[config.mk]
export PLATFORM = sky130hd
export DESIGN_NAME = benes_route_ctrl
export DESIGN_NICKNAME = d
export VERILOG_FILES = /design/src/rtl/benes_route_ctrl_pkg.sv /design/src/rtl/benes_route_ctrl_route_beat_counter.sv /design/src/rtl/benes_route_ctrl.sv
export SDC_FILE = /design/constraint.sdc
export NUM_CORES = 1
export LEC_CHECK = 0
export CAP_MARGIN = 20
export CORE_ASPECT_RATIO = 0.75
export CORE_MARGIN = 3
export CORE_UTILIZATION = 42
export CTS_BUF_LIST = sky130_fd_sc_hd__clkbuf_8
export DETAILED_ROUTE_END_ITERATION = 6
export DONT_BUFFER_PORTS = 1
export GPL_TIMING_DRIVEN = 0
export PLACE_DENSITY = 0.61
export SETUP_SLACK_MARGIN = 0.1
export SYNTH_ARGS = -nofsm -noshare
export SYNTH_HDL_FRONTEND = slang
export SYNTH_HIERARCHICAL = 1
export SYNTH_SLANG_ARGS = --single-unit
[constraint.sdc]
create_clock -name clk -period 3.47 [get_ports clk]
set_input_delay 0.347 -clock clk [delete_from_list [all_inputs] [get_ports clk]]
set_output_delay 0.347 -clock clk [all_outputs]
set_load 0.01 [all_outputs]
[src/rtl/benes_route_ctrl_pkg.sv]
// Shared FHE ALU constants and types for the Benes route controller.
// The controller and its beat counter both import this package.
package benes_route_ctrl_pkg;

  localparam int STAGE_NUM         = 9;
  localparam int SLOT_NUM          = 20;
  localparam int MODULE_NUM        = 20;
  localparam int BUFFER_READ_DELAY = 5;
  localparam int CNT_W             = 16;

  typedef enum logic [2:0] {
    ST_IDLE   = 3'd0,
    ST_CFG    = 3'd1,
    ST_SETTLE = 3'd2,
    ST_RUN    = 3'd3,
    ST_DRAIN  = 3'd4
  } route_state_e;

  // Slot-select word for one Benes stage: direction bit above the slot index.
  function automatic logic [15:0] slot_sel_word(input logic dir, input logic [7:0] slot);
    return {7'b0, dir, slot};
  endfunction

endpackage

[src/rtl/benes_route_ctrl_route_beat_counter.sv]
// Loadable down-counter with terminal-count flag; one instance times every
// phase of the route controller (CFG, SETTLE, RUN, DRAIN).
module route_beat_counter #(
  parameter int W = benes_route_ctrl_pkg::CNT_W
) (
  input  logic         clk,
  input  logic         rstn,
  input  logic         load,
  input  logic         en,
  input  logic [W-1:0] load_val,
  output logic [W-1:0] count,
  output logic         tc
);

  always_ff @(posedge clk) begin
    if (!rstn) begin
      count <= '0;
    end else if (load) begin
      count <= load_val;
    end else if (en && (count != '0)) begin
      count <= count - 1'b1;
    end
  end

  // Counter holds "cycles remaining after this one", so zero marks the last cycle.
  assign tc = (count == '0);

endmodule

[src/rtl/benes_route_ctrl.sv]
// Benes interconnect route controller: programs every stage with the
// module/slot selection, waits for the path to settle, streams the beats,
// then drains the pipeline before reporting done.
//
// Request handshake: a request transfers on a rising edge where
// req_valid && req_ready; req_ready is high only while idle, and all req_*
// fields are captured on that edge. req_valid may stay high while busy; it
// is simply not sampled until the controller is idle again.
module benes_route_ctrl #(
  parameter int STAGE_NUM  = benes_route_ctrl_pkg::STAGE_NUM,
  parameter int SLOT_NUM   = benes_route_ctrl_pkg::SLOT_NUM,
  parameter int MODULE_NUM = benes_route_ctrl_pkg::MODULE_NUM,
  parameter int SETTLE_CYC = benes_route_ctrl_pkg::BUFFER_READ_DELAY
) (
  input  logic        clk,
  input  logic        rstn,
  input  logic        req_valid,
  output logic        req_ready,
  input  logic        req_dir,
  input  logic [7:0]  req_module,
  input  logic [7:0]  req_slot,
  input  logic [31:0] req_base,
  input  logic [15:0] req_len,
  output logic        cfg_we,
  output logic [3:0]  cfg_stage,
  output logic [15:0] cfg_module_sel,
  output logic [15:0] cfg_slot_sel,
  output logic        xfer_en,
  output logic        xfer_wren,
  output logic [31:0] xfer_addr,
  output logic [7:0]  xfer_slot,
  output logic [7:0]  xfer_module,
  output logic        done,
  output logic        err,
  output logic        busy
);
  import benes_route_ctrl_pkg::*;

  localparam logic [15:0] CFG_LAST    = 16'(STAGE_NUM - 1);
  localparam logic [15:0] SETTLE_LAST = 16'(SETTLE_CYC - 1);
  localparam logic [15:0] DRAIN_LAST  = 16'(STAGE_NUM - 1);
  localparam logic [7:0]  MOD_LIM     = 8'(MODULE_NUM);
  localparam logic [7:0]  SLOT_LIM    = 8'(SLOT_NUM);
  localparam logic        DONE_ON_ENTRY = (STAGE_NUM == 1);

  route_state_e state;

  logic [7:0]  module_q;
  logic [7:0]  slot_q;
  logic        dir_q;
  logic [31:0] base_q;
  logic [15:0] len_q;

  logic        accept;
  logic        req_ok;
  logic        cnt_load;
  logic        cnt_en;
  logic [15:0] cnt_val;
  logic [15:0] cnt;
  logic        cnt_tc;

  assign accept = req_valid && req_ready;
  assign req_ok = (req_module < MOD_LIM) && (req_slot < SLOT_LIM);

  // Each phase reloads the counter on its final cycle with the next phase's length.
  always_comb begin
    cnt_load = 1'b0;
    cnt_val  = '0;
    cnt_en   = (state != ST_IDLE);
    case (state)
      ST_IDLE: begin
        if (accept && req_ok) begin
          cnt_load = 1'b1;
          cnt_val  = CFG_LAST;
        end
      end
      ST_CFG: begin
        if (cnt_tc) begin
          cnt_load = 1'b1;
          cnt_val  = SETTLE_LAST;
        end
      end
      ST_SETTLE: begin
        if (cnt_tc) begin
          cnt_load = 1'b1;
          cnt_val  = (len_q != 16'd0) ? (len_q - 16'd1) : DRAIN_LAST;
        end
      end
      ST_RUN: begin
        if (cnt_tc) begin
          cnt_load = 1'b1;
          cnt_val  = DRAIN_LAST;
        end
      end
      default: begin
        cnt_load = 1'b0;
      end
    endcase
  end

  route_beat_counter #(.W(16)) u_beat_counter (
    .clk      (clk),
    .rstn     (rstn),
    .load     (cnt_load),
    .en       (cnt_en),
    .load_val (cnt_val),
    .count    (cnt),
    .tc       (cnt_tc)
  );

  // Outputs are assigned from the next-state decision so they line up with
  // the state register and never see req_* combinationally.
  always_ff @(posedge clk) begin
    if (!rstn) begin
      state          <= ST_IDLE;
      module_q       <= '0;
      slot_q         <= '0;
      dir_q          <= 1'b0;
      base_q         <= '0;
      len_q          <= '0;
      req_ready      <= 1'b1;
      cfg_we         <= 1'b0;
      cfg_stage      <= '0;
      cfg_module_sel <= '0;
      cfg_slot_sel   <= '0;
      xfer_en        <= 1'b0;
      xfer_wren      <= 1'b0;
      xfer_addr      <= '0;
      xfer_slot      <= '0;
      xfer_module    <= '0;
      done           <= 1'b0;
      err            <= 1'b0;
      busy           <= 1'b0;
    end else begin
      done <= 1'b0;
      err  <= 1'b0;
      case (state)
        ST_IDLE: begin
          if (accept) begin
            module_q <= req_module;
            slot_q   <= req_slot;
            dir_q    <= req_dir;
            base_q   <= req_base;
            len_q    <= req_len;
            if (!req_ok) begin
              err <= 1'b1;
            end else begin
              state          <= ST_CFG;
              req_ready      <= 1'b0;
              busy           <= 1'b1;
              cfg_we         <= 1'b1;
              cfg_stage      <= '0;
              cfg_module_sel <= {8'h00, req_module};
              cfg_slot_sel   <= slot_sel_word(req_dir, req_slot);
            end
          end
        end
        ST_CFG: begin
          if (cnt_tc) begin
            state          <= ST_SETTLE;
            cfg_we         <= 1'b0;
            cfg_stage      <= '0;
            cfg_module_sel <= '0;
            cfg_slot_sel   <= '0;
          end else begin
            cfg_stage <= cfg_stage + 4'd1;
          end
        end
        ST_SETTLE: begin
          if (cnt_tc) begin
            if (len_q != 16'd0) begin
              state       <= ST_RUN;
              xfer_en     <= 1'b1;
              xfer_wren   <= dir_q;
              xfer_addr   <= base_q;
              xfer_slot   <= slot_q;
              xfer_module <= module_q;
            end else begin
              state <= ST_DRAIN;
              done  <= DONE_ON_ENTRY;
            end
          end
        end
        ST_RUN: begin
          if (cnt_tc) begin
            state       <= ST_DRAIN;
            done        <= DONE_ON_ENTRY;
            xfer_en     <= 1'b0;
            xfer_wren   <= 1'b0;
            xfer_addr   <= '0;
            xfer_slot   <= '0;
            xfer_module <= '0;
          end else begin
            xfer_addr <= xfer_addr + 32'd1;
          end
        end
        ST_DRAIN: begin
          if (cnt_tc) begin
            state     <= ST_IDLE;
            busy      <= 1'b0;
            req_ready <= 1'b1;
          end else if (cnt == 16'd1) begin
            // Raise done one edge early so it coincides with the last drain cycle.
            done <= 1'b1;
          end
        end
        default: begin
          state     <= ST_IDLE;
          busy      <= 1'b0;
          req_ready <= 1'b1;
        end
      endcase
    end
  end

endmodule

==> flow_metrics.tcl, run 1 <==
set metrics [dict create \
    syn-cell-area_sq_mm 0.00727 \
    grt_pass1_wl_um 35700 \
    synth-edff-count 0 \
    grt_use_total 0.240 \
    highest_layer "met4" \
    cts_sinks 160 \
    globalplace.congestion 0.943 \
    cp-end-kind "register" \
    holdCritPathClass "in -> reg" \
    viasPerCell 5.67 \
    hold_path_end "base_q[19]" \
    start_util 0.441 \
    portBuffers 0 \
    fin_nets 1065 \
    fin_util 0.521 \
    hold_path_depth 2 \
    ios 159 \
    power_density_mw_per_mm2 479 \
    finalCritPeriodShare 0.896 \
    period_needed_ns 3.11 \
    h-tree-depth 4 \
    cts_max_path_buffers 2 \
    ys_types 64 \
    worst_pin_slew_ns 1.13 \
    met1Wirelength_um 10800 \
    ys_top_cells_by_area "dfxtp_1 44%, nand2_1 9.6%, a21oi_1 6.7%, a22o_1 3.7%, nor2_1 3.5%" \
    reg2regPathDepth 10 \
    clk_pin_slew_ns 0.11 \
    drtAntennaViolNets 0 \
    finalSetupViolations 0 \
    drive_gt1_frac 0.0687 \
    tns_ns 0 \
    cp_data_required_time_ns 3.79 \
    startpoint_type "register" \
    clk_latency_ns 0.47 \
    relSlewSlack 0.239 \
    holdWs_ns 0.0176 \
    route.met2.wl_um 9370 \
    seq_area_frac_synth 0.441 \
    yosysTopAreaCell "dfxtp_1" \
    drt_iter0_drc 685 \
    async_flop_share 0 \
    critical_path_class "reg -> reg" \
    synthCells 902 \
    cts_buffers 17 \
    synth.top_cell.area_share 0.441 \
    antennaDiodeCount 0 \
    post_drt_wl_per_cell_um 18.9 \
    cpPeakStageDelay_ns 0.59 \
    die_y_um 120 \
    cts_tree "done" \
    hold_violations 0 \
    rsz0062_at_grt "no" \
    drc_errors 0 \
    post_cts_buffers 0 \
    antenna_found_initial 0 \
    yosys_most_used_dff "dfxtp_1" \
    root_buffer "clkbuf_8" \
    max_freq_mhz 322 \
    worst-r2r-setup-slack_ns 0.36 \
    startpoint "u_beat_counter/count[10]" \
    outcome "completed" \
    yosysWarnings 6 \
    dr_wl_met3_um 2590 \
    wl_um 23000 \
    post-dp-hpwl_um 16300 \
    cp.arrival_ns 3.43 \
    dieArea_sq_mm 0.0189 \
    ir_drop_uv 289 \
    num_rows 40 \
    syn_area_per_cell_sq_um 8.06 \
    syn_to_final_growth_pct 18.0 \
    max_cap_violations 0 \
    first_pass_iters 5 \
    power_leakage_nw 3.13 \
    slowest_stage "or4_1" \
    critPathMaxFanout 15 \
    grt_pass1_vias 6325 \
    crit_chain "or4_1 -> and4bb_1 -> buf_6 -> clkbuf_2 -> nand2b_1 -> o21ai_1 -> inv_1 -> clkbuf_1 -> o21ai_0 -> a21oi_1" \
    die_w_um 158 \
    min_from "req_base[19]" \
    finalClockSkew_ns 0.0228 \
    timing.rr.start "u_beat_counter/count[10]" \
    final-max-slew-violation-count 0 \
    synth-seq-cells 160 \
    core_area_sq_mm 0.0165 \
    vias 6895 \
    overflow 0 \
    reg2reg_to "u_beat_counter/count[10]" \
    grt_start_max_net_pins 21 \
]
## cell families after synthesis
kind of cell	synth area share
compound gates	0.207
xor+xnor	0.0398
fa+ha+maj	0.00861
buf+inv	0.0539
flops	0.441
mux	0.00551
other cells	0.000516
simple gates	0.244
## power breakdown
part	switching, W	total [W]	internal [W]
Clock	0.000883	0.00145	0.000569
Combinational	0.000409	0.000669	0.000261
Sequential	0.0000790	0.00199	0.00191
Total	0.00137	0.00411	0.00274
## per-layer routing
layer,GRT usage,vias up
li1,-,3331
met1,0.351,3210
met2,0.333,325
met3,0.0898,29
met4,0.0515,0
met5,0,-
## through the flow
stage          setup WS [ns]  area, sq um  total power [W]  std cells
2_1_floorplan          0.762         7320          0.00247        916
3_3_place_gp           0.143         7580          0.00262       1126
3_5_place_dp           0.158         7580          0.00263       1126
4_1_cts                0.137         8490          0.00410       1206
5_1_grt                0.194         8580          0.00429       1215
6_report               0.362         8580          0.00411       1215
## critical path, delay by kind of cell (launching register included)
family / cells / cell delay [ns]
AO/OA/AOI/OAI: 3 / 0.81
AND/OR/NAND/NOR: 3 / 1.03
buffers and inverters: 4 / 0.75
flip-flops: 1 / 0.36
## Yosys cell counts, drive strengths merged, types with 13 or more instances
cell	n
a21oi	97
a22o	31
buf	26
clkbuf	44
dfxtp	160
inv	13
nand2	185
nand3	20
nor2	68
nor3	24
nor4	15
o21ai	48
xnor2	22
## worst max path at each step
stage | slack [ns] | cells after the start | endpoint
after CTS | 0.14 | 10 | u_beat_counter/count[10]
after floorplan | 0.76 | 10 | u_beat_counter/count[10]
after global routing | 0.19 | 9 | u_beat_counter/count[13]
after global placement | 0.14 | 8 | xfer_slot[1]
after detailed placement | 0.16 | 10 | u_beat_counter/count[10]
final | 0.36 | 10 | u_beat_counter/count[10]
## state kept, by name, indices dropped and copies added, names as in the netlist
| register | count |
|---|---|
| cfg_module_sel | 8 |
| cfg_stage | 4 |
| u_beat_counter/count | 16 |
| state | 3 |
| err | 1 |
| dir_q | 1 |
| xfer_en | 1 |
| cfg_slot_sel | 9 |
| xfer_addr | 32 |
| xfer_module | 8 |
| slot_q | 8 |
| xfer_slot | 8 |
| done | 1 |
| len_q | 16 |
| cfg_we | 1 |
| module_q | 8 |
| busy | 1 |
| xfer_wren | 1 |
| req_ready | 1 |
| base_q | 32 |
## layout make-up
class | instances | area (sq um)
sequential | 160 | 3200
clock inverter | 15 | 191
multi-input combinational | 672 | 3730
inverter | 14 | 52.6
fill | 1578 | 7890
tap | 210 | 263
timing repair buffer | 57 | 566
clock buffer | 17 | 234
buffer | 70 | 340
## timing repair
item,4_1_cts,5_1_grt
endpoints found under the hold margin,58,8
resized for setup,0,4
setup endpoints to repair,0,25
hold buffers,48,8
## layout by cell type, fill, tap and decap left out, types with 6 or more instances in the layout
cell type and instances:
nand2_1 185, dfxtp_1 160, a21oi_1 97, nor2_1 66, dlygate4sd3_1 56, o21ai_0 47
clkbuf_1 43, a22o_1 31, nor3_1 23, xnor2_1 22, nand3_1 20, clkbuf_8 17
buf_4 16, conb_1 15, nor4_1 14, inv_1 13, xor2_1 11, nand4_1 11
a221oi_1 9, o31ai_1 7, buf_2 7, a32o_1 7, a22oi_1 7, and2_1 7
nand2b_1 6, inv_8 6
(Power assumes the default switching activity.)
==> inputs of run 2 (changes only) <==
CTS_CLUSTER_DIAMETER = 40   (was not set)
==> results of run 2 <==
No change in the layout: final DEF, timing and power equal those of run 1.
==> inputs of run 3 (changes only) <==
CORE_MARGIN = not set   (was 3)
REMOVE_ABC_BUFFERS = 1   (was not set)
==> run 3 against run 2 <==
Against the previous run: non-clock buffer count shrank 79; routed wire length shrank 11%; register-to-register slack is essentially flat; setup slack lost 0.0035 ns; sequential power is essentially flat; total power shrank 1.0%; global-route usage shrank 1.3 points; fmax shrank 0.11%; first-iteration DRC count shrank 24%; cell count shrank 5.9%; clock power is essentially flat; clock-buffer cell count grew 1.
==> flow_metrics.tcl, run 3 (synthesis gave the netlist of run 1 again) <==
set metrics [dict create \
    outcome "completed" \
    cp-end-kind "register" \
    portBuffers 0 \
    crit_top_cell "o21ai_0" \
    ios 159 \
    drt_iter0_drc 518 \
    combPwrFrac 0.152 \
    p_total_w 0.00407 \
    cpPeakStageDelay_ns 0.61 \
    globalplace.congestion 0.807 \
    max_freq_mhz 321 \
    critPathMaxFanout 29 \
    viasPerCell 5.73 \
    grt_pass1_wl_um 31800 \
    clk_latency_ns 0.46 \
    post_drt_wl_per_cell_um 17.9 \
    cts_max_path_buffers 2 \
    finalClockSkew_ns 0.0246 \
    p_clk_frac 0.359 \
    reg_top3 "base_q x32, xfer_addr x32" \
    final-max-slew-violation-count 0 \
    die_w_um 154 \
    drtAntennaViolNets 0 \
    grt_start_max_net_pins 56 \
    fin_nets 988 \
    period_needed_ns 3.11 \
    post-dp-hpwl_um 13100 \
    cts_tree "done" \
    netSwitchingFraction 0.307 \
    finalCritPeriodShare 0.897 \
    drive_gt1_frac 0.0657 \
    wl_um 20400 \
    cts_buffers 17 \
    p_switching_w 0.00125 \
    h-tree-depth 4 \
    vias 6554 \
    power_leakage_nw 2.98 \
    syn_to_final_growth_pct 13.7 \
    fillCellCount 1639 \
    startpoint_type "register" \
    crit_chain "or4_4 -> and4bb_4 -> nand2b_1 -> o21ai_0 -> inv_2 -> o21ai_0 -> a21oi_1" \
    clk_pin_slew_ns 0.10 \
    first_pass_iters 5 \
    dieArea_sq_mm 0.0178 \
    overflow 0 \
    rsz0062_at_grt "no" \
    final_common_cell "nand2_1" \
    grt_use_total 0.226 \
    cp_data_required_time_ns 3.79 \
    grt_pass1_vias 5812 \
    worst_pin_slew_ns 0.862 \
    antenna_found_initial 0 \
    relSlewSlack 0.420 \
    timing.critical_path.buf_inv 1 \
    p_int_w 0.00282 \
    root_buffer "clkbuf_8" \
    power_density_mw_per_mm2 492 \
    power.share.sequential 0.489 \
    final_cell_mix "185 x nand2_1, 160 x dfxtp_1, 97 x a21oi_1" \
    critical_path_class "reg -> reg" \
    core_area_sq_mm 0.0169 \
    finalSetupViolations 0 \
    fin_util 0.490 \
    dp_slack_ns -0.299 \
    die_y_um 116 \
    ir_drop_uv 228 \
    cp.arrival_ns 3.44 \
    max_cap_violations 0 \
    holdCritPathClass "in -> reg" \
    hold_violations 0 \
    num_rows 41 \
    crit_family "simple AND/OR/NAND/NOR gates" \
    cts_sinks 160 \
    fin_ws_ns 0.359 \
    drc_errors 0 \
    slowest_stage "and4bb_4" \
    antennaDiodeCount 0 \
    start_util 0.431 \
]
-- run 3: cell types whose count changed in the layout (fill, tap and decap cells not counted), moves of 2 or more --
cell	previous run	this run
clkbuf_1	43	0
dlygate4sd3_1	56	37
buf_4	16	3
buf_2	7	1
clkinv_8	5	0
buf_16	0	3
inv_6	3	6
inv_8	6	3
buf_1	2	0
buf_12	0	2
bufinv_16	0	2
clkinv_2	0	2
-- run 3: final cells by class --
type	count	area, sq um	share of cell area
flip-flops and latches	160	3200	0.388
repair buffers	48	541	0.0654
inverters	14	53.8	0.00651
well taps	215	269	0.0326
clock inverters	14	164	0.0198
clock buffers	18	248	0.0300
multi-input cells	674	3780	0.458
-- run 3: path summary, 6_finish.rpt --
| path | cells past startpoint | start | slack [ns] | to |
|---|---|---|---|---|
| max reg2reg | 7 | u_beat_counter/count[7] | 0.36 | u_beat_counter/count[15] |
| min reg2reg | 2 | base_q[9] | 0.46 | base_q[9] |
| min | 2 | req_base[20] | 0.02 | base_q[20] |
| max | 7 | u_beat_counter/count[7] | 0.36 | u_beat_counter/count[15] |
-- run 3: power by group through the flow --
stage	Clock, W	Combinational (W)	Sequential, W
floorplan	0	0.000400	0.00201
global placement	0	0.000520	0.00203
detailed placement	0	0.000536	0.00203
CTS	0.00148	0.000584	0.00199
global route	0.00157	0.000676	0.00200
finish	0.00146	0.000618	0.00199
-- run 3: stage by stage --
step           TNS (ns)  std cells  instance area (sq um)  hold WS, ns
2_1_floorplan    -31.75        846                   6980        0.432
3_5_place_dp      -5.85       1069                   7430        0.447
3_3_place_gp    -295.96       1061                   7250        0.442
6_report              0       1143                   8260       0.0230
5_1_grt               0       1143                   8260      0.00155
4_1_cts               0       1139                   8230      0.00137
-- run 3: metal layers --
| metal | vias up | track usage | share of wire |
|---|---|---|---|
| met2 | 281 | 0.327 | 0.42 |
| met3 | 21 | 0.0696 | 0.090 |
| met5 | - | 0 | 0 |
| met4 | 0 | 0.0633 | 0.011 |
| met1 | 3059 | 0.323 | 0.48 |
| li1 | 3193 | - | - |
-- run 3: timing repair --
| action | in CTS | in global routing |
|---|---|---|
| cloned | 1 | 1 |
| resized for setup | 3 | 2 |
| hold buffers | 37 | 0 |
| setup endpoints to repair | 45 | 27 |
| pin swaps | 1 | 1 |
| setup buffers | 0 | 2 |
| endpoints found under the hold margin | 44 | 0 |
